$ cat src/rtl/prog_counter.sv
// Loadable up/down counter with programmable limit, wrap/saturate boundary handling,
// terminal-count pulse and sticky overflow. Optional tick prescaler: COUNTER_PRESCALE_EN.
module prog_counter #(
   parameter int WIDTH     = 8,
   parameter int PRE_WIDTH = 4
) (
   input  logic                 clk,
   input  logic                 rst,
   input  logic                 load,
   input  logic                 enab,
   input  logic                 up,
   input  logic                 sat,
   input  logic [WIDTH-1:0]     cnt_in,
   input  logic [WIDTH-1:0]     limit,
   input  logic                 clr_ovf,
`ifdef COUNTER_PRESCALE_EN
   input  logic [PRE_WIDTH-1:0] prescale,
`endif
   output logic [WIDTH-1:0]     cnt_out,
   output logic                 tc,
   output logic                 ovf,
   output logic                 at_zero
);

   logic             tick;
   logic             step;
   logic [WIDTH-1:0] cnt_nxt;
   logic             tc_nxt;
   logic             ovf_nxt;

`ifdef COUNTER_PRESCALE_EN
   logic [PRE_WIDTH-1:0] div;

   assign tick = (div == prescale);

   // Divider only runs while steps are possible, so every enabled run starts a full period.
   always_ff @(posedge clk) begin
      if (rst) begin
         div <= '0;
      end else if (load || !enab) begin
         div <= '0;
      end else if (tick) begin
         div <= '0;
      end else begin
         div <= div + 1'b1;
      end
   end
`else
   localparam int unused_pre_width = PRE_WIDTH;

   assign tick = 1'b1;
`endif

   assign step = !load && enab && tick;

   always_comb begin
      cnt_nxt = cnt_out;
      tc_nxt  = 1'b0;
      ovf_nxt = ovf && !clr_ovf;
      if (load) begin
         cnt_nxt = cnt_in;
      end else if (step) begin
         if (up) begin
            // >= so a load above the limit still resolves on its first up step
            if (cnt_out < limit) begin
               cnt_nxt = cnt_out + 1'b1;
            end else begin
               cnt_nxt = sat ? limit : '0;
               tc_nxt  = 1'b1;
               ovf_nxt = 1'b1;
            end
         end else begin
            if (cnt_out != '0) begin
               cnt_nxt = cnt_out - 1'b1;
            end else begin
               cnt_nxt = sat ? '0 : limit;
               tc_nxt  = 1'b1;
               ovf_nxt = 1'b1;
            end
         end
      end
   end

   always_ff @(posedge clk) begin
      if (rst) begin
         cnt_out <= '0;
         tc      <= 1'b0;
         ovf     <= 1'b0;
      end else begin
         cnt_out <= cnt_nxt;
         tc      <= tc_nxt;
         ovf     <= ovf_nxt;
      end
   end

   assign at_zero = (cnt_out == '0);

endmodule

$ cat config.mk
export PLATFORM = sky130hd
export DESIGN_NAME = prog_counter
export DESIGN_NICKNAME = d
export VERILOG_FILES = /design/src/rtl/prog_counter.sv
export SDC_FILE = /design/constraint.sdc
export NUM_CORES = 1
export LEC_CHECK = 0
export CAP_MARGIN = 40
export CORE_MARGIN = 1.5
export CORE_UTILIZATION = 30
export CTS_BUF_LIST = sky130_fd_sc_hd__clkbuf_8
export DETAILED_ROUTE_END_ITERATION = 10
export GPL_TIMING_DRIVEN = 0
export PLACE_DENSITY = 0.65
export REMOVE_ABC_BUFFERS = 1
export SLEW_MARGIN = 20
export SYNTH_ARGS = -nofsm -noshare
export SYNTH_HDL_FRONTEND = slang
export SYNTH_SLANG_ARGS = --single-unit
$ cat constraint.sdc
create_clock -name clk -period 2.9 [get_ports clk]
set_clock_uncertainty 0.1 [all_clocks]
set_input_delay 0.58 -clock clk [delete_from_list [all_inputs] [get_ports clk]]
set_output_delay 0.58 -clock clk [all_outputs]
set_load 0.01 [all_outputs]
**Word level (Yosys, flattened, before mapping)**

Cells that the tools add are included.

- Add/subtract/negate cells: 2
- $lt $le $gt $ge: 1
- Muxes and demuxes: 15
- Bitwise gates (word level): 1
- Reductions and logical operators: 8

Operator list:

| kind | number |
|---|---|
| 8-bit two-way mux | 7 |
| 8-bit by 1-bit adder with 8-bit output, second input constant | 1 |
| 8-bit zero test | 1 |
| 8-bit < comparator | 1 |
| 1-bit two-way mux | 8 |
| 8-bit nonzero test | 1 |
| 8-bit by 1-bit subtractor with 8-bit output, second input constant | 1 |
| 3-bit OR reduction | 1 |
| 1-bit logical AND | 2 |
| 1-bit zero test | 2 |
| 2-bit nonzero test | 1 |
| 1-bit inverter | 1 |

- Flip-flop bits (word level): 10
- Input bits: 23
- Output and inout port bits: 11
- Logic and storage cells: 30

**Longest topological paths before layout**

Gate-level depths: netlist of run 1.

- Depth after elaboration: 6
- Mapped depth: 10
- Depth with buffers taken out: 8

**Worst setup path after synthesis of run 1**

No wires, ideal clock.

- Kind: input-to-reg
- Start point: input limit[2]
- End point: register cnt_out[5]
- Library setup time: 0.135 ns
- Data arrival time: 2.124 ns
- Data required time: 2.665 ns
- Setup slack: 0.541 ns
- Cell stages on the path: 9
- Buffers on the path: 1
- Path through: inv_1 -> ha_1 -> a211oi_1 -> o21ai_0 -> a21oi_1 -> clkbuf_1 -> nor3_1 -> a211oi_1 -> o32ai_1

- Longest elaborated chain between the ends: 5

Ends and longest elaborated chain:

| element | line | text |
|---|---|---|
| start: declaration | 14 | `input logic [WIDTH-1:0] limit,` |
| 8-bit < comparator | 65 | `if (cnt_out < limit) begin` |
| 8-bit two-way mux | 65 |  |
| 8-bit two-way mux | 63 | `if (up) begin` |
| 8-bit two-way mux | 62 | `end else if (step) begin` |
| 8-bit two-way mux | 60 | `if (load) begin` |
| end signal: assignment | 90 | `cnt_out <= cnt_nxt;` |
| end: declaration | 19 | `output logic [WIDTH-1:0] cnt_out,` |

Every way passes these cells. The select of a mux whose other input is x is not followed.
A chain may end at the register's enable or synchronous reset.

**Worst setup path after layout of run 1**

- Start point: register cnt_out[2]
- End point: output at_zero

- Longest elaborated chain between the ends: 1

Ends and longest elaborated chain:

| element | line | text |
|---|---|---|
| 8-bit zero test | 96 | `assign at_zero = (cnt_out == '0);` |
| end: declaration | 22 | `output logic at_zero` |

Every way passes these cells.

==> impl_metrics.py, run 1 <==
metrics = {
    "synthesis": {
        "ys_types": 37,
        "synthesis.area_mm2": 0.00116,
        "synth.avg_cell_area_um2": 7.23,
        "synth-edff-count": 0,
        "synth_ff_type": "dfxtp_1",
        "ys.warnings.count": 0,
        "postSynthCellCount": 160,
        "synth_top_area_cell": "dfxtp_1",
        "async_flop_share_pct": 0,
        "synth_seq_area_share_pct": 17.3,
        "synth_top_area_share_pct": 17.3,
        "yosys-top-cells-area": "dfxtp_1 17%, ha_1 11%, a21oi_1 6.9%",
        "ys_seq_elements": 10,
    },
    "timing": {
        "setup_viol": 0,
        "timing.fmax_mhz": 365,
        "worstMarginPinSlew_ps": 586,
        "maxSlewViolCount": 0,
        "fin_setup_tns_ps": 0,
        "fin_ws_ps": 157,
        "hold_violations": 0,
        "hold_ws_ps": 369,
        "slew-limit-headroom_pct": 60.8,
        "min_period_ps": 2740,
        "fin_crit_sh_pct": 94.6,
        "rsz0062_at_grt": "false",
    },
    "place": {
        "dpl.hpwl_mm": 2.32,
        "finalWeightedCongestion": 0.853,
        "io_buffers": 33,
        "post-place-ws_ps": -264,
    },
    "clock_network": {
        "htreeDepth": 1,
        "path_clk_slew_ps": 50,
        "cts.sinks": 10,
        "cts-root-buf": "clkbuf_8",
        "numCtsBuffers": 3,
        "cts_buffer_depth": 2,
        "cts_hold_buf": 0,
        "clk_latency_ps": 240,
        "cts_tree": "done",
    },
    "power_and_ir_drop": {
        "leakage_uw": 0.000649,
        "powerDensity_mw_per_mm2": 369,
        "peakVddDrop_mv": 0.151,
    },
    "drt": {
        "dr_total_vias": 1233,
        "drtPass1Iterations": 4,
        "drc_errors": 0,
        "vias_per_cell": 5.22,
        "finalWirelength_mm": 3.23,
        "antenna_left": 0,
        "wire_per_inst_um": 13.7,
        "drt_iter0_drc": 51,
    },
    "worst_setup_path": {
        "start_kind": "flip-flop",
        "cp-endpoint": "at_zero",
        "crit_required_ps": 2220,
        "r2r_setup_slack_ps": 500,
        "worstPathMaxFanout": 12,
        "end_kind": "output port",
        "critical_path_class": "flip-flop to output port",
        "arrival_ps": 2060,
        "critPathLaunch": "cnt_out[2]$_SDFFE_PP0P_",
        "r2r_cells": 9,
        "rr_startpoint": "cnt_out[0]$_SDFFE_PP0P_",
        "reg2reg_to": "cnt_out[3]$_SDFFE_PP0P_",
    },
    "floorplan": {
        "fp.coreArea_mm2": 0.00369,
        "ios": 34,
        "die_area_mm2": 0.00424,
        "die_y_um": 65.1,
        "rows": 22,
        "dieWidth_um": 65.1,
        "initial_core_util_pct": 31.4,
    },
    "cells_and_area": {
        "nFillCells": 402,
        "n_antenna_cell": 0,
        "drive_gt1_share_pct": 6.38,
        "nets": 222,
        "area_growth_pct": 35.1,
    },
    "grt": {
        "grt_overflow": 0,
        "grt_pass1_wl_mm": 5.23,
        "grt_max_degree": 19,
        "antenna_found_initial": 0,
        "grt_pass1_vias": 1074,
        "grtUsageTotal_pct": 15.5,
    },
    "status": {
        "status": "completed",
    },
    "worst_hold_path": {
        "hp-class": "flip-flop to flip-flop",
    },
    "job": {
        "drv_cap": 0,
    },
}
## worst min path at each step
stage | from | slack [ps] | to | cells after the start
4_1_cts | ovf$_SDFF_PP0_ | 370 | ovf$_SDFF_PP0_ | 2
5_1_grt | ovf$_SDFF_PP0_ | 420 | ovf$_SDFF_PP0_ | 2
3_3_place_gp | ovf$_SDFF_PP0_ | 370 | ovf$_SDFF_PP0_ | 2
3_5_place_dp | ovf$_SDFF_PP0_ | 370 | ovf$_SDFF_PP0_ | 2
6_report | ovf$_SDFF_PP0_ | 370 | ovf$_SDFF_PP0_ | 2
2_1_floorplan | ovf$_SDFF_PP0_ | 390 | ovf$_SDFF_PP0_ | 2
## stage by stage
stage	instance area, um^2	instances	total power, uW	utilization [%]
after floorplan	1090	148	295	-
after global placement	1480	229	391	40.2
after detailed placement	1490	230	394	40.4
after CTS	1560	235	579	42.2
after global routing	1560	236	616	42.4
final	1560	236	577	42.4
## state kept, by name (all words and copies together) (netlist names)
register	cells
cnt_out	8
tc	1
ovf	1
## per-layer routing
metal	vias to the layer above	GRT usage (%)	wire length (um)
met5	-	0	0
met4	0	1.56	9
met3	3	3.94	282
met2	48	24.4	1450
met1	548	22.3	1480
li1	634	-	-
## synth_stat cells, types with 4 or more instances
master    count
nor2b_1       4
a21oi_1      16
and3_1        4
nor2_1        9
nand2_1      12
inv_1        15
dfxtp_1      10
o21ai_0       6
o31ai_1       6
or3_1         4
o31a_1        4
a211oi_1      4
clkbuf_1      8
xnor2_1       5
nor3b_1       4
ha_1         10
nand3_1       5
a31oi_1       5
## cell usage in the layout, fill, tap and decap left out, types with 5 or more instances in the layout
| master | n |
|---|---|
| a21oi_1 | 15 |
| a31oi_1 | 5 |
| clkdlybuf4s50_1 | 33 |
| dfxtp_1 | 10 |
| ha_1 | 10 |
| inv_1 | 15 |
| nand2_1 | 12 |
| nand3_1 | 5 |
| nor2_1 | 9 |
| o21ai_0 | 6 |
| o31ai_1 | 6 |
| xnor2_1 | 5 |
## report_power, final
part	internal, uW	switching, uW
Sequential	148	27.2
Clock	120	57.6
Combinational	117	107
Total	385	192
## timing repair
| item | CTS | global route |
|---|---|---|
| setup buffers | 1 | 1 |
| resized for setup | 1 | 0 |
| pin swaps | 1 | 1 |
| endpoints found under the hold margin | 0 | 0 |
| setup endpoints to repair | 2 | 1 |
## cell families after synthesis
logic type | synth area share [%]
buffers and inverters | 10.5
adders and majority gates | 10.8
xor gates and xnor gates | 6.05
and+or+nand+nor | 26.1
muxes | 0.865
AOI/OAI and AO/OA | 28.4
DFF | 17.3
## worst max-delay path, stage by stage (launching register included)
cell	delay, ps
dfxtp_1	440
or4_4	640
nor3_4	180
clkdlybuf4s50_1	570
## area by class of cell
class / count / area [um^2] / share of cell area (%)
Inverter: 15 / 56.3 / 3.60
Sequential cell: 10 / 200 / 12.8
Clock buffer: 4 / 55.1 / 3.52
Tap cell: 48 / 60.1 / 3.84
Multi-Input combinational cell: 123 / 840 / 53.7
Timing Repair Buffer: 36 / 353 / 22.6
Note: power is estimated with default switching activity, not from simulation.
==> run 2: changes to the inputs <==
- CORE_UTILIZATION: 30 -> 40
- PLACE_DENSITY: 0.65 -> 0.79
==> run 2 against run 1 <==
  * Sequential share of layout area grew 0.23 points
  * Critical path depth grew 7
  * Register-to-register slack lost 40 ps
  * Sequential cell count is the same
  * Clock-buffer cell count shrank 1
  * Combinational power grew 4%
  * Critical path type is now input pin to flip-flop
  * Largest cell class unchanged
  * Largest power group unchanged
==> impl_metrics.py, run 2 (synthesis results as in run 1) <==
metrics = {
    "worst_setup_path": {
        "crit_required_ps": 2940,
        "worstPathMaxFanout": 8,
        "cp_slowest_cell": "clkdlybuf4s50_1",
        "critPathLaunch": "limit[2]",
        "rr_startpoint": "cnt_out[2]$_SDFFE_PP0P_",
        "critical_path.top_delay_family": "compound AO/OA/AOI/OAI gates",
        "crit_cells": 10,
        "r2r_cells": 8,
        "cp-endpoint": "cnt_out[0]$_SDFFE_PP0P_",
        "crit_chain": "clkdlybuf4s50_1 -> inv_1 -> ha_1 -> a211oi_1 -> o21ai_1 -> a21oi_2 -> buf_4 -> a21oi_1 -> o211a_1 -> a211oi_1",
        "cpMostUsedCell": "a211oi_1",
        "end_kind": "flip-flop",
        "r2r_setup_slack_ps": 460,
        "arrival_ps": 2730,
        "reg2reg_to": "cnt_out[0]$_SDFFE_PP0P_",
        "path_buf_inv": 3,
        "critical_path_class": "input pin to flip-flop",
        "start_kind": "input pin",
        "cpPeakStageDelay_ps": 460,
    },
    "timing": {
        "hold_violations": 0,
        "fin_ws_ps": 208,
        "worstMarginPinSlew_ps": 562,
        "setup_viol": 0,
        "timing.fmax_mhz": 372,
        "fin_crit_sh_pct": 92.8,
        "slew-limit-headroom_pct": 62.4,
        "rsz0062_at_grt": "false",
        "hold_ws_ps": 382,
        "maxSlewViolCount": 0,
        "min_period_ps": 2690,
    },
    "grt": {
        "grtUsageTotal_pct": 19.2,
        "grt_pass1_vias": 1141,
        "grt_pass1_wl_mm": 5.01,
        "grt_max_degree": 19,
        "antenna_found_initial": 0,
        "grt_overflow": 0,
    },
    "drt": {
        "finalWirelength_mm": 3.18,
        "drt_iter0_drc": 54,
        "drtPass1Iterations": 4,
        "drc_errors": 0,
        "wire_per_inst_um": 14.5,
        "antenna_left": 0,
        "vias_per_cell": 5.83,
        "dr_total_vias": 1276,
    },
    "power_and_ir_drop": {
        "powerDensity_mw_per_mm2": 355,
        "internal_power_uw": 358,
        "power.switching_uw": 187,
        "leakage_uw": 0.000646,
        "pwr-share-comb_pct": 42.7,
        "clockPowerShare_pct": 25.3,
        "swShare_pct": 34.3,
        "peakVddDrop_mv": 0.400,
        "power_frac_seq_pct": 32.0,
    },
    "place": {
        "finalWeightedCongestion": 0.830,
        "io_buffers": 33,
        "dp.cells": 213,
        "dpl.hpwl_mm": 2.34,
        "post-place-ws_ps": -279,
    },
    "clock_network": {
        "cts-root-buf": "clkbuf_8",
        "numCtsBuffers": 3,
        "cts_hold_buf": 0,
        "cts_buffer_depth": 2,
        "cts.sinks": 10,
        "clk_latency_ps": 230,
        "path_clk_slew_ps": 50,
        "htreeDepth": 1,
        "cts_tree": "done",
    },
    "status": {
        "status": "completed",
    },
    "cells_and_area": {
        "finish.utilization_pct": 55.7,
        "area_growth_pct": 32.8,
        "top_register": "cnt_out",
        "layout_common_cells": "33 x clkdlybuf4s50_1, 15 x inv_1, 15 x a21oi_1",
        "drive_gt1_share_pct": 6.38,
        "instances_no_fill": 219,
        "final_common_cell": "clkdlybuf4s50_1",
        "largest_register_ffs": 8,
        "nFillCells": 281,
        "reg_top3": "cnt_out (8), ovf (1), tc (1)",
        "nets": 223,
        "n_antenna_cell": 0,
    },
    "floorplan": {
        "initial_core_util_pct": 42.0,
        "ios": 34,
        "die_area_mm2": 0.00323,
        "dieWidth_um": 56.8,
        "die_y_um": 56.8,
        "rows": 19,
        "fp.coreArea_mm2": 0.00276,
    },
    "worst_hold_path": {
        "hp-class": "flip-flop to flip-flop",
        "worstHoldPathCells": 2,
    },
    "job": {
        "drv_cap": 0,
    },
}
-- run 2: cell types whose count changed in the layout (fill, tap and decap cells not counted) --
| cell | change |
|---|---|
| buf_4 | +1 |
| clkbuf_8 | -1 |
| o21ai_0 | -1 |
| o21ai_1 | +1 |
-- run 2: timing repair --
action,CTS,global route
setup buffers,1,2
pin swaps,1,1
endpoints found under the setup margin,2,2
resized for setup,1,1
-- run 2: layout make-up --
cell class | instances | area (um^2) | share of cell area, %
tap | 31 | 38.8 | 2.52
multi-input combinational | 123 | 840 | 54.6
inverter | 15 | 56.3 | 3.66
sequential | 10 | 200 | 13.0
timing repair buffer | 37 | 360 | 23.5
clock buffer | 3 | 41.3 | 2.69
-- run 2: power by group through the flow --
stage / Combinational (uW) / Sequential [uW] / Clock, uW
CTS: 224 / 174 / 144
global route: 252 / 177 / 153
detailed placement: 218 / 177 / 0
floorplan: 122 / 174 / 0
finish: 233 / 175 / 138
global placement: 209 / 175 / 0
-- run 2: worst min path at each step --
stage          slack (ps)        endpoint           start
3_5_place_dp          370  ovf$_SDFF_PP0_  ovf$_SDFF_PP0_
6_report              380  ovf$_SDFF_PP0_  ovf$_SDFF_PP0_
5_1_grt               420  ovf$_SDFF_PP0_  ovf$_SDFF_PP0_
3_3_place_gp          360  ovf$_SDFF_PP0_  ovf$_SDFF_PP0_
2_1_floorplan         390  ovf$_SDFF_PP0_  ovf$_SDFF_PP0_
4_1_cts               390  ovf$_SDFF_PP0_  ovf$_SDFF_PP0_
-- run 2: tightest hold or removal path: cells and delay by family (launching register included) --
family / cells / cell delay (ps)
compound gates: 1 / 60
simple gates: 1 / 60
flops: 1 / 310
-- run 2: per-layer routing --
| metal | vias to the layer above | GRT usage, % | share of wire [%] |
|---|---|---|---|
| li1 | 637 | - | - |
| met1 | 585 | 26.3 | 46 |
| met2 | 52 | 31.2 | 48 |
| met3 | 2 | 3.69 | 6.2 |
| met4 | 0 | 3.99 | 0.44 |
| met5 | - | 0 | 0 |
-- run 2: metrics by stage --
step	area [um^2]	setup TNS, ps	power, uW
floorplan	1090	0	295
global route	1540	0	582
global placement	1460	-3680	385
CTS	1520	0	541
finish	1540	0	546
detailed placement	1470	-1040	395
==> run 3: changes to the inputs <==
- clock period: 2.9 -> 2.7 ns (I/O delays scaled with it)
==> run 3 against run 2 <==
  * Sequential power grew 7%
  * Clock power grew 8%
  * Die area stayed put
  * Largest power group unchanged
  * Sequential share of layout area up 0.092 points
  * Final cell count fell by 0.46%
  * Setup slack got worse by 110 ps
  * Combinational power grew 6%
  * First-iteration DRC count is 9.3% lower
  * Wire length fell by 0.85%
  * Critical path depth down 7
  * Non-clock buffer count decreased by 1
  * Via count shrank 0.24%
==> impl_metrics.py, run 3 (synthesis results as in run 1) <==
metrics = {
    "status": {
        "status": "completed",
    },
    "worst_setup_path": {
        "crit_required_ps": 2060,
        "arrival_ps": 1960,
        "rr_startpoint": "cnt_out[0]$_SDFFE_PP0P_",
        "end_kind": "output port",
        "path_buf_inv": 1,
        "cpPeakStageDelay_ps": 610,
        "worstPathMaxFanout": 10,
        "r2r_setup_slack_ps": 300,
        "cp_slowest_cell": "or4_4",
        "reg2reg_to": "cnt_out[3]$_SDFFE_PP0P_",
        "crit_chain": "or4_4 -> nor3_4 -> clkdlybuf4s50_1",
        "critPathLaunch": "cnt_out[3]$_SDFFE_PP0P_",
        "critical_path.top_delay_family": "simple AND/OR/NAND/NOR gates",
        "start_kind": "flip-flop",
        "critical_path_class": "flip-flop to output port",
        "r2r_cells": 9,
    },
    "cells_and_area": {
        "nFillCells": 277,
        "regArea_um2": 201,
        "layout_common_cells": "33 x clkdlybuf4s50_1, 15 x inv_1, 15 x a21oi_1",
        "final_common_cell": "clkdlybuf4s50_1",
        "finish.utilization_pct": 55.7,
        "nets": 222,
        "area_growth_pct": 32.6,
        "fin_area_mm2": 0.00154,
        "reg_top3": "cnt_out (8), ovf (1), tc (1)",
        "top_register": "cnt_out",
        "n_antenna_cell": 0,
        "largest_register_ffs": 8,
        "multiInputGateArea_um2": 845,
        "drive_gt1_share_pct": 6.95,
    },
    "worst_hold_path": {
        "worstHoldPathCells": 2,
        "hold_end": "ovf$_SDFF_PP0_",
        "hp-class": "flip-flop to flip-flop",
        "min-delay-start": "ovf$_SDFF_PP0_",
    },
    "place": {
        "io_buffers": 33,
        "finalWeightedCongestion": 0.830,
        "placed_area_mm2": 0.00147,
        "post-place-ws_ps": -439,
        "dpl.hpwl_mm": 2.34,
    },
    "grt": {
        "grt_max_degree": 19,
        "grtUsageTotal_pct": 19.3,
        "grt_pass1_wl_mm": 5.06,
        "grt_overflow": 0,
        "antenna_found_initial": 0,
        "grt_pass1_vias": 1133,
    },
    "timing": {
        "maxSlewViolCount": 0,
        "worstMarginPinSlew_ps": 554,
        "fin_crit_sh_pct": 96.4,
        "setup_viol": 0,
        "timing.fmax_mhz": 384,
        "slew-limit-headroom_pct": 62.9,
        "fin_ws_ps": 97.6,
        "hold_violations": 0,
        "min_period_ps": 2600,
        "rsz0062_at_grt": "false",
        "fin_setup_tns_ps": 0,
        "hold_ws_ps": 382,
    },
    "clock_network": {
        "clk_latency_ps": 230,
        "cts.sinks": 10,
        "cts-root-buf": "clkbuf_8",
        "htreeDepth": 1,
        "numCtsBuffers": 3,
        "cts_tree": "done",
        "cts_buffer_depth": 2,
        "path_clk_slew_ps": 50,
    },
    "floorplan": {
        "initial_core_util_pct": 42.0,
        "rows": 19,
        "fp.coreArea_mm2": 0.00276,
        "ios": 34,
        "dieWidth_um": 56.8,
        "die_y_um": 56.8,
        "die_area_mm2": 0.00323,
    },
    "drt": {
        "wl_met3_um": 178,
        "vias_per_cell": 5.84,
        "dr_total_vias": 1273,
        "drt_iter0_drc": 49,
        "route.met2.wl_mm": 1.53,
        "wire_per_inst_um": 14.5,
        "antenna_left": 0,
        "drtPass1Iterations": 4,
        "top_layer_used": "met4",
        "finalWirelength_mm": 3.16,
        "wl_met1_mm": 1.44,
        "drc_errors": 0,
    },
    "power_and_ir_drop": {
        "peakVddDrop_mv": 0.430,
        "leakage_uw": 0.000643,
        "powerDensity_mw_per_mm2": 381,
    },
    "job": {
        "drv_cap": 0,
    },
}
run 3: worst max path at each step:
stage                                    endpoint  depth (start not counted)  slack (ps)
after floorplan           cnt_out[0]$_SDFFE_PP0P_                          8         210
after global placement    cnt_out[4]$_SDFFE_PP0P_                          9        -630
after detailed placement  cnt_out[0]$_SDFFE_PP0P_                         10        -440
after CTS                                 at_zero                          3          50
after global routing      cnt_out[0]$_SDFFE_PP0P_                         10          20
final                                     at_zero                          3         100
run 3: timing repair:
action,CTS,global route
resized for setup,1,3
hold buffers,0,0
setup endpoints to repair,7,5
pin swaps,2,0
setup buffers,2,0
cloned,0,0
run 3: per-stage QoR:
stage	power (uW)	instances
2_1_floorplan	317	148
3_3_place_gp	413	212
3_5_place_dp	424	213
4_1_cts	585	218
5_1_grt	624	218
6_report	585	218
run 3: area by class of cell:
cell class	count	area share (%)
Clock buffer	3	2.69
Inverter	15	3.67
Multi-Input combinational cell	123	55.0
Sequential cell	10	13.1
Tap cell	31	2.53
Timing Repair Buffer	36	23.0
run 3: worst min-delay path, delay by kind of cell (launching register included):
| kind | cells | cell delay, ps |
|---|---|---|
| compound gates | 1 | 60 |
| simple gates | 1 | 60 |
| flops | 1 | 310 |
run 3: metal layers:
metal	global-route usage, %	vias up
met4	3.99	0
met5	0	-
met1	27.0	594
li1	-	633
met2	31.1	44
met3	3.69	2
run 3: power breakdown:
part / internal, uW / switching, uW
clock: 97.1 / 51.7
sequential: 159 / 28.7
combinational: 128 / 121
